### config.mk
export PLATFORM = sky130hd
export DESIGN_NAME = huffman_dec_pack
export DESIGN_NICKNAME = d
export VERILOG_FILES = /design/src/rtl/huffman_dec_pack.sv
export SDC_FILE = /design/constraint.sdc
export NUM_CORES = 1
export LEC_CHECK = 0
export CORE_ASPECT_RATIO = 0.5
export CORE_MARGIN = 2
export CORE_UTILIZATION = 35
export CTS_BUF_LIST = sky130_fd_sc_hd__clkbuf_8 sky130_fd_sc_hd__clkbuf_16
export CTS_CLUSTER_DIAMETER = 40
export DETAILED_ROUTE_END_ITERATION = 8
export GPL_TIMING_DRIVEN = 0
export SETUP_SLACK_MARGIN = 0.15
export SKIP_CTS_REPAIR_TIMING = 1
export SLEW_MARGIN = 20
export SYNTH_ARGS = -nofsm -noshare
export SYNTH_HDL_FRONTEND = slang
export SYNTH_SLANG_ARGS = --single-unit
export TNS_END_PERCENT = 50
### constraint.sdc
create_clock -name clk -period 5.29 [get_ports clk]
set_input_delay 0.7935 -clock clk [delete_from_list [all_inputs] [get_ports clk]]
set_output_delay 0.7935 -clock clk [all_outputs]
set_load 0.03 [all_outputs]
### src/rtl/huffman_dec_pack.sv
// Serial Huffman decoder with a programmable code table. Decoded symbols are
// packed into rows of NUM_WORDS words; slot 0 sits in out[BW-1:0].
//
// Handshakes (both valid/ready; a transfer happens on a rising edge where
// both are high):
//   input  side: valid_in/in_ready. One bit moves when valid_in && in_ready.
//   output side: valid/out_ready. One row moves when valid && out_ready.
//                While valid && !out_ready, out and valid hold and
//                in_ready stays low.
module huffman_dec_pack #(
  parameter int BW        = 4,
  parameter int NUM_WORDS = 8,
  parameter int MAX_LEN   = 8
) (
  input  logic                          clk,
  input  logic                          reset_n,
  input  logic                          cfg_we,
  input  logic [BW-1:0]                 cfg_sym,
  input  logic [MAX_LEN-1:0]            cfg_code,
  input  logic [$clog2(MAX_LEN+1)-1:0]  cfg_len,
  input  logic                          valid_in,
  input  logic                          in,
  output logic                          in_ready,
  input  logic                          flush,
  output logic [BW*NUM_WORDS-1:0]       out,
  output logic                          valid,
  input  logic                          out_ready,
  output logic                          err
);

  localparam int NSYM = 2 ** BW;
  localparam int LW   = $clog2(MAX_LEN + 1);
  localparam int PW   = (MAX_LEN > 1) ? $clog2(MAX_LEN) : 1;
  localparam int SW   = (NUM_WORDS > 1) ? $clog2(NUM_WORDS) : 1;
  localparam int RW   = BW * NUM_WORDS;

  // Code table: len 0 means the entry never matches.
  logic [MAX_LEN-1:0] code_q [NSYM];
  logic [LW-1:0]      len_q  [NSYM];

  logic [MAX_LEN-2:0] sreg_q, sreg_d;
  logic [PW-1:0]      plen_q, plen_d;
  logic [SW-1:0]      slot_cnt_q, slot_cnt_d;
  logic [RW-1:0]      row_q, row_d;
  logic [RW-1:0]      out_q, out_d;
  logic               valid_q, valid_d;
  logic               err_q, err_d;

  logic [LW-1:0]      plen1;
  logic [MAX_LEN-1:0] cand;
  logic [MAX_LEN-1:0] mask;
  logic               match_any;
  logic [BW-1:0]      match_sym;

  logic               accept, hit, bad, flush_take, full, emit;
  logic [RW-1:0]      row_fill;

  assign in_ready = !valid_q || out_ready;
  assign out      = out_q;
  assign valid    = valid_q;
  assign err      = err_q;

  // Candidate match against the table; scanning downward leaves the lowest
  // matching symbol index as the winner.
  always_comb begin
    plen1     = LW'(plen_q) + LW'(1);
    cand      = {sreg_q, in};
    mask      = ~({MAX_LEN{1'b1}} << plen1);
    match_any = 1'b0;
    match_sym = '0;
    for (int s = NSYM - 1; s >= 0; s--) begin
      if ((len_q[s] == plen1) && ((cand & mask) == (code_q[s] & mask))) begin
        match_any = 1'b1;
        match_sym = BW'(s);
      end
    end
  end

  // Next-state for decode, packing, flush and output row.
  always_comb begin
    accept     = valid_in && in_ready;
    hit        = accept && match_any;
    bad        = accept && !match_any && (plen1 == LW'(MAX_LEN));
    flush_take = flush && in_ready;

    row_fill = row_q;
    if (hit) row_fill[int'(slot_cnt_q)*BW +: BW] = match_sym;

    full = hit && (slot_cnt_q == SW'(NUM_WORDS - 1));
    emit = full || (flush_take && ((slot_cnt_q != '0) || hit));

    sreg_d     = sreg_q;
    plen_d     = plen_q;
    slot_cnt_d = slot_cnt_q;
    row_d      = row_q;
    out_d      = out_q;
    valid_d    = valid_q;
    err_d      = err_q;

    if (valid_q && out_ready) valid_d = 1'b0;

    if (hit) begin
      row_d      = row_fill;
      slot_cnt_d = slot_cnt_q + SW'(1);
      plen_d     = '0;
    end else if (bad) begin
      err_d  = 1'b1;
      plen_d = '0;
    end else if (accept) begin
      sreg_d = cand[MAX_LEN-2:0];
      plen_d = plen_q + PW'(1);
    end

    // A flush always abandons any partial prefix.
    if (flush_take) plen_d = '0;

    // Emission only happens when in_ready is high, so a held row is never
    // overwritten.
    if (emit) begin
      out_d      = row_fill;
      valid_d    = 1'b1;
      row_d      = '0;
      slot_cnt_d = '0;
    end
  end

  // Datapath and status registers.
  always_ff @(posedge clk or negedge reset_n) begin
    if (!reset_n) begin
      sreg_q     <= '0;
      plen_q     <= '0;
      slot_cnt_q <= '0;
      row_q      <= '0;
      out_q      <= '0;
      valid_q    <= 1'b0;
      err_q      <= 1'b0;
    end else begin
      sreg_q     <= sreg_d;
      plen_q     <= plen_d;
      slot_cnt_q <= slot_cnt_d;
      row_q      <= row_d;
      out_q      <= out_d;
      valid_q    <= valid_d;
      err_q      <= err_d;
    end
  end

  // Table writes land on the edge, so a same-cycle decode sees the old entry.
  always_ff @(posedge clk or negedge reset_n) begin
    if (!reset_n) begin
      for (int s = 0; s < NSYM; s++) begin
        code_q[s] <= '0;
        len_q[s]  <= '0;
      end
    end else if (cfg_we) begin
      code_q[cfg_sym] <= cfg_code;
      len_q[cfg_sym]  <= cfg_len;
    end
  end

endmodule

==> metrics, run 1 <==
outcome=finished, final reports clean; area leader, netlist=dfrtp_1; final core utilization=42.51%; Place WS=-0.3413 ns; Final Routed Wirelength=43,240 um; drt first-iter violations=760; Worst Path Class, Setup=register to register; grt total ovfl=0; Clock Latency Late Sink=0.53 ns; layout cells sized above 1=24.38%; row count=51; setup ws final=0.4124 ns; post-synth cell types=75; final hold vios=0; PortBufs=56; commonest non-fill, non-tap cell in the layout=dfrtp_1; vias per cell=5.511; critical path arrival=5.26 ns; synthesized flop and latch total=271; TNS Setup=0 ns; multi-input logic area=0.006882 mm^2; fraction of the mapped netlist area in simple logic gates=10.32%; Post-synth EDFFs=0; required time of the critical path=5.67 ns; FILL cells=3,727; post-synthesis compound-gate area fraction=9.981%; Max-slew headroom=25.58%; CP endpoint kind=register; Peak supply drop=200.1 uV; Synth Warn #=0; Bufs on Longest Clock Path=3; multiplexer share of the synthesized area=16.61%; met1 wire length=18,550 um; Static Leak=6.723 nW; dominant synthesized flop cell=dfrtp_1; Top delay family on crit path=compound AO/OA/AOI/OAI gates; CP Cell Sequence=ha_1 > buf_6 > xnor2_2 > buf_6 > o21ai_1 > a22oi_1 > o2111ai_1 > nor4_4 > nor4_4 > nand4_1 > a311oi_4 > mux2_2; drt pass-1 iters=5; fmax=205.0 MHz; routed wl met2=20,610 um; Worst path depth=12; worst r2r src=plen_q[1]; ranking of synthesized cells by area=dfrtp_1 48%, mux2_2 16%, xnor2_1 6.9%; Antenna diodes=0; Period minus WS final=4.878 ns; Setup crit start=plen_q[1]; pins over their slew limit=0; Placer Congestion=0.9286; RSZ-0062 raised after global routing=false; Layout Nets=1,371; critical path's largest stage delay=0.82 ns; Die Wd=287.0 um; Worst path slowest cell=o21ai_1; Synth Cell Area=0.01401 mm^2; core area=0.03918 mm^2; initial antenna violation count=1; Synth Area in XOR/XNOR=10.42%; via count=10,430; actual slew at the worst max-slew pin=1.116 ns; cells after synthesis=1,241; FF-to-FF path depth=12; routed wl met3=2878 um; # IOs=58; H-Tree Level Count=2; crit-path max FO=10; Net Count, Synth=1,274; CTS buffer count=35; maxcap violations=0; full die area=0.04176 mm^2; commonest non-fill, non-tap cells in the layout=271 x dfrtp_1, 197 x mux2_2, 110 x xnor2_1; clock net sink count=271; vias in the first global route=10,830; worst clock skew=0.04004 ns; Initial Util=35.77%; floorplan die height=145.5 um; HPWL Detailed=29,820 um; first-pass GRT wire length=66,040 um; sequential area share after synthesis=48.39%; type of origin of the critical path=register; period utilisation layout=92.21%; Reg area=0.006782 mm^2; pwr dens=565.0 mW/mm^2; largest family of logic cells by synthesized area=multiplexers; Area growth, synth to finish=18.85%; mean post-synth cell area=11.29 um^2; clock slew at reported path FFs=0.06 ns; GRT Total Usage=20.76%; Synth top area share=48.39%; Routed WL per cell=22.85 um; root buffer cell=clkbuf_16; DRC=0; fraction of registers with async set/reset=100.0%; Worst Path Buf+Inv=2; Worst Hold Class=primary input to asynchronous set/reset pin; ANT nets after route=0; Top Metal Used=met4; Synth Area in Adders=0.8928%; final hold slack=0.2788 ns; Setup Viol. Count Final=0; CTS tree=done; largest net degree at the start of global routing=101
==> report_power, final <==
part           switching (mW)  leakage (nW)  internal [mW]
sequential              0.347          3.38           2.60
combinational            2.42          2.74           1.56
clock                   0.940         0.605           1.54
==> worst reg2reg max path, delay by kind of cell, from the launching register on <==
family,cells,cell delay [ns]
flip-flops,1,0.45
AO/OA/AOI/OAI,4,1.96
XOR/XNOR,1,0.15
multiplexers,1,0.42
AND/OR/NAND/NOR,3,1.12
buffers and inverters,2,0.35
adder cells (fa/ha/maj),1,0.29
==> metal layers <==
| layer | vias up | GRT usage (%) |
|---|---|---|
| li1 | 4630 | - |
| met1 | 5385 | 27.22 |
| met2 | 325 | 34.53 |
| met3 | 86 | 4.091 |
| met4 | 0 | 6.667 |
| met5 | - | 0 |
==> per-stage QoR <==
step	instances	power [mW]	instance area, um^2
after CTS	1890	9.337	16510
after detailed placement	1829	6.828	15300
after global placement	1827	6.732	15240
after global routing	1892	9.916	16660
after floorplan	1241	5.511	14010
final	1892	9.410	16660
==> cell type report <==
class / count / share of cell area [%]
multi-input cells: 868 / 41.32
flip-flops and latches: 271 / 40.72
clock buffers: 40 / 5.672
well taps: 530 / 3.981
repair buffers: 59 / 3.771
plain buffers: 87 / 2.584
clock inverters: 21 / 1.600
inverters: 16 / 0.3606
==> cells by family (layout without fill, tap and decap cells) <==
kind of cell    after synthesis  count (layout)
compound gates              201             202
mux                         208             208
xor+xnor                    165             165
simple gates                283             283
buf+inv                     103             223
flops                       271             271
fa+ha+maj                    10              10
==> final timing paths <==
path                        endpoint  slack, ns
setup / recovery           sreg_q[4]       0.41
hold / removal             len_q[34]       0.28
setup reg to reg           sreg_q[4]       0.41
hold reg to reg             row_q[3]       0.49
max in group asynchronous      valid       4.06
min in group clk            row_q[3]       0.49
==> cells in the mapped netlist (14+ instances only) <==
| cell type | instances |
|---|---|
| xor2_1 | 53 |
| nand3_1 | 27 |
| nand2_1 | 63 |
| o21ai_0 | 41 |
| nor2_1 | 86 |
| clkbuf_1 | 40 |
| mux2_2 | 197 |
| buf_2 | 27 |
| a31oi_1 | 21 |
| o2bb2ai_1 | 14 |
| inv_1 | 16 |
| xnor2_1 | 110 |
| o22ai_1 | 18 |
| dfrtp_1 | 271 |
| a21oi_1 | 32 |
==> flip-flops by register name (all words and copies together) (netlist names) <==
signal / count
plen_q: 3
slot_cnt_q: 3
code_q: 128
err: 1
sreg_q: 7
len_q: 64
out: 32
row_q: 32
valid: 1
Power figures use the tool's default switching activity.
==> run 2: changes to the inputs <==
- CORE_UTILIZATION: 35 -> 50
- PLACE_DENSITY: unset -> 0.68
==> metrics, run 2 (same netlist as run 1, synthesis figures left out) <==
outcome=finished, final reports clean; floorplan die height=122.4 um; Worst Path Class, Setup=register to register; multi-input logic area=0.006859 mm^2; clock slew at reported path FFs=0.06 ns; crit-path max FO=10; Peak supply drop=274.3 uV; sequential group share of total power=31.8%; # IOs=58; Final Routed Wirelength=41,660 um; Initial Util=50.68%; clock net sink count=271; CP endpoint kind=register; Most flops, register=code_q; post-place instance area=0.01512 mm^2; commonest non-fill, non-tap cells in the layout=271 x dfrtp_1, 197 x mux2_2, 110 x xnor2_1; full die area=0.02947 mm^2; HPWL Detailed=28,550 um; number of flip-flops in the largest register=128; design area=0.01638 mm^2; Area growth, synth to finish=16.88%; Routed WL per cell=23.90 um; worst clock skew=0.01380 ns; Static Leak=6.670 nW; FILL cells=2,290; via count=10,590; PortBufs=56; layout cells sized above 1=23.95%; maxcap violations=0; fmax=197.2 MHz; pwr dens=565.8 mW/mm^2; H-Tree Level Count=2; Antenna diodes=0; Clock power frac=25.2%; vias per cell=6.073; Reg area=0.006782 mm^2; Setup Viol. Count Final=0; drt first-iter violations=962; RSZ-0062 raised after global routing=true; drt pass-1 iters=5; Bufs on Longest Clock Path=3; Largest regs=code_q x128, len_q x64; period utilisation layout=95.86%; Worst Hold Class=primary input to asynchronous set/reset pin; combinational group share of total power=42.9%; DRC=0; root buffer cell=clkbuf_16; ANT nets after route=0; vias in the first global route=10,720; CTS buffer count=34; final core utilization=59.23%; Placer Congestion=0.8880; final hold vios=0; first-pass GRT wire length=63,570 um; commonest non-fill, non-tap cell in the layout=dfrtp_1; Sw Pwr=3.722 mW; type of origin of the critical path=register; GRT Total Usage=29.22%; critical path arrival=5.46 ns; Period minus WS final=5.071 ns; Die Wd=240.8 um; core area=0.02765 mm^2; initial antenna violation count=0; CTS tree=done; sw frac=40.15%; Max-slew headroom=27.42%; Clock Latency Late Sink=0.53 ns; largest net degree at the start of global routing=98; Layout Nets=1,370; required time of the critical path=5.67 ns; grt total ovfl=0; pins over their slew limit=0; cell-internal power=5.547 mW; actual slew at the worst max-slew pin=1.089 ns; row count=43
## run 2: through the flow
stage	total power, mW	setup slack (ns)	hold WS, ns	TNS, ns	cells
3_3_place_gp	6.709	-7.993	0.4723	-2163.03	1679
3_5_place_dp	6.823	-0.3873	0.4745	-15.40	1681
5_1_grt	9.733	0.09325	0.3518	0	1743
2_1_floorplan	5.511	1.403	0.4554	0	1241
4_1_cts	9.169	-0.4052	0.3219	-16.32	1741
6_report	9.268	0.2188	0.2863	0	1743
## run 2: power by group through the flow
stage	combinational, mW	sequential [mW]	clock (mW)
after floorplan	2.35	3.16	0
after global placement	3.75	2.96	0
after detailed placement	3.84	2.98	0
after CTS	3.86	2.95	2.36
after global routing	4.27	3.01	2.46
final	3.98	2.95	2.34
## run 2: final cells by class
cell class | instances | share of cell area, %
multi-input combinational | 867 | 41.87
sequential | 271 | 41.40
clock buffer | 40 | 5.904
timing repair buffer | 60 | 3.957
tap | 382 | 2.918
buffer | 87 | 2.597
clock inverter | 20 | 0.9853
inverter | 16 | 0.3666
## run 2: worst paths after layout
| kind | start | end | cells after the start | slack (ns) |
|---|---|---|---|---|
| setup reg to reg | plen_q[0] | out[30] | 20 | 0.22 |
| max in group asynchronous | reset_n | len_q[45] | 3 | 3.65 |
| hold / removal | reset_n | out[25] | 1 | 0.29 |
| min in group clk | row_q[3] | row_q[3] | 1 | 0.49 |
| setup / recovery | plen_q[0] | out[30] | 20 | 0.22 |
| hold reg to reg | row_q[3] | row_q[3] | 1 | 0.49 |
## run 2: per-layer routing
layer  global-route usage [%]  vias to the layer above  wire [um]
li1                         -                     4639          -
met5                        0                        -          0
met4                    12.54                        0       1588
met3                    7.040                      110       3278
met1                    38.46                     5445      17670
met2                    46.54                      392      19120
## run 2: worst max-delay path, cell delays in order (launching register included)
cell and delay, ns:
dfrtp_1 0.41, buf_4 0.28, clkbuf_4 0.36, inv_1 0.10, ha_1 0.38, buf_4 0.30
buf_6 0.27, xor2_1 0.16, nand2_1 0.07, a211oi_1 0.47, o2111ai_1 0.28, nor4_4 0.18
buf_4 0.19, nor4b_2 0.08, a41oi_4 0.27, buf_12 0.16, buf_6 0.14, buf_2 0.24
a21boi_0 0.11, a31oi_1 0.30, a21oi_1 0.13
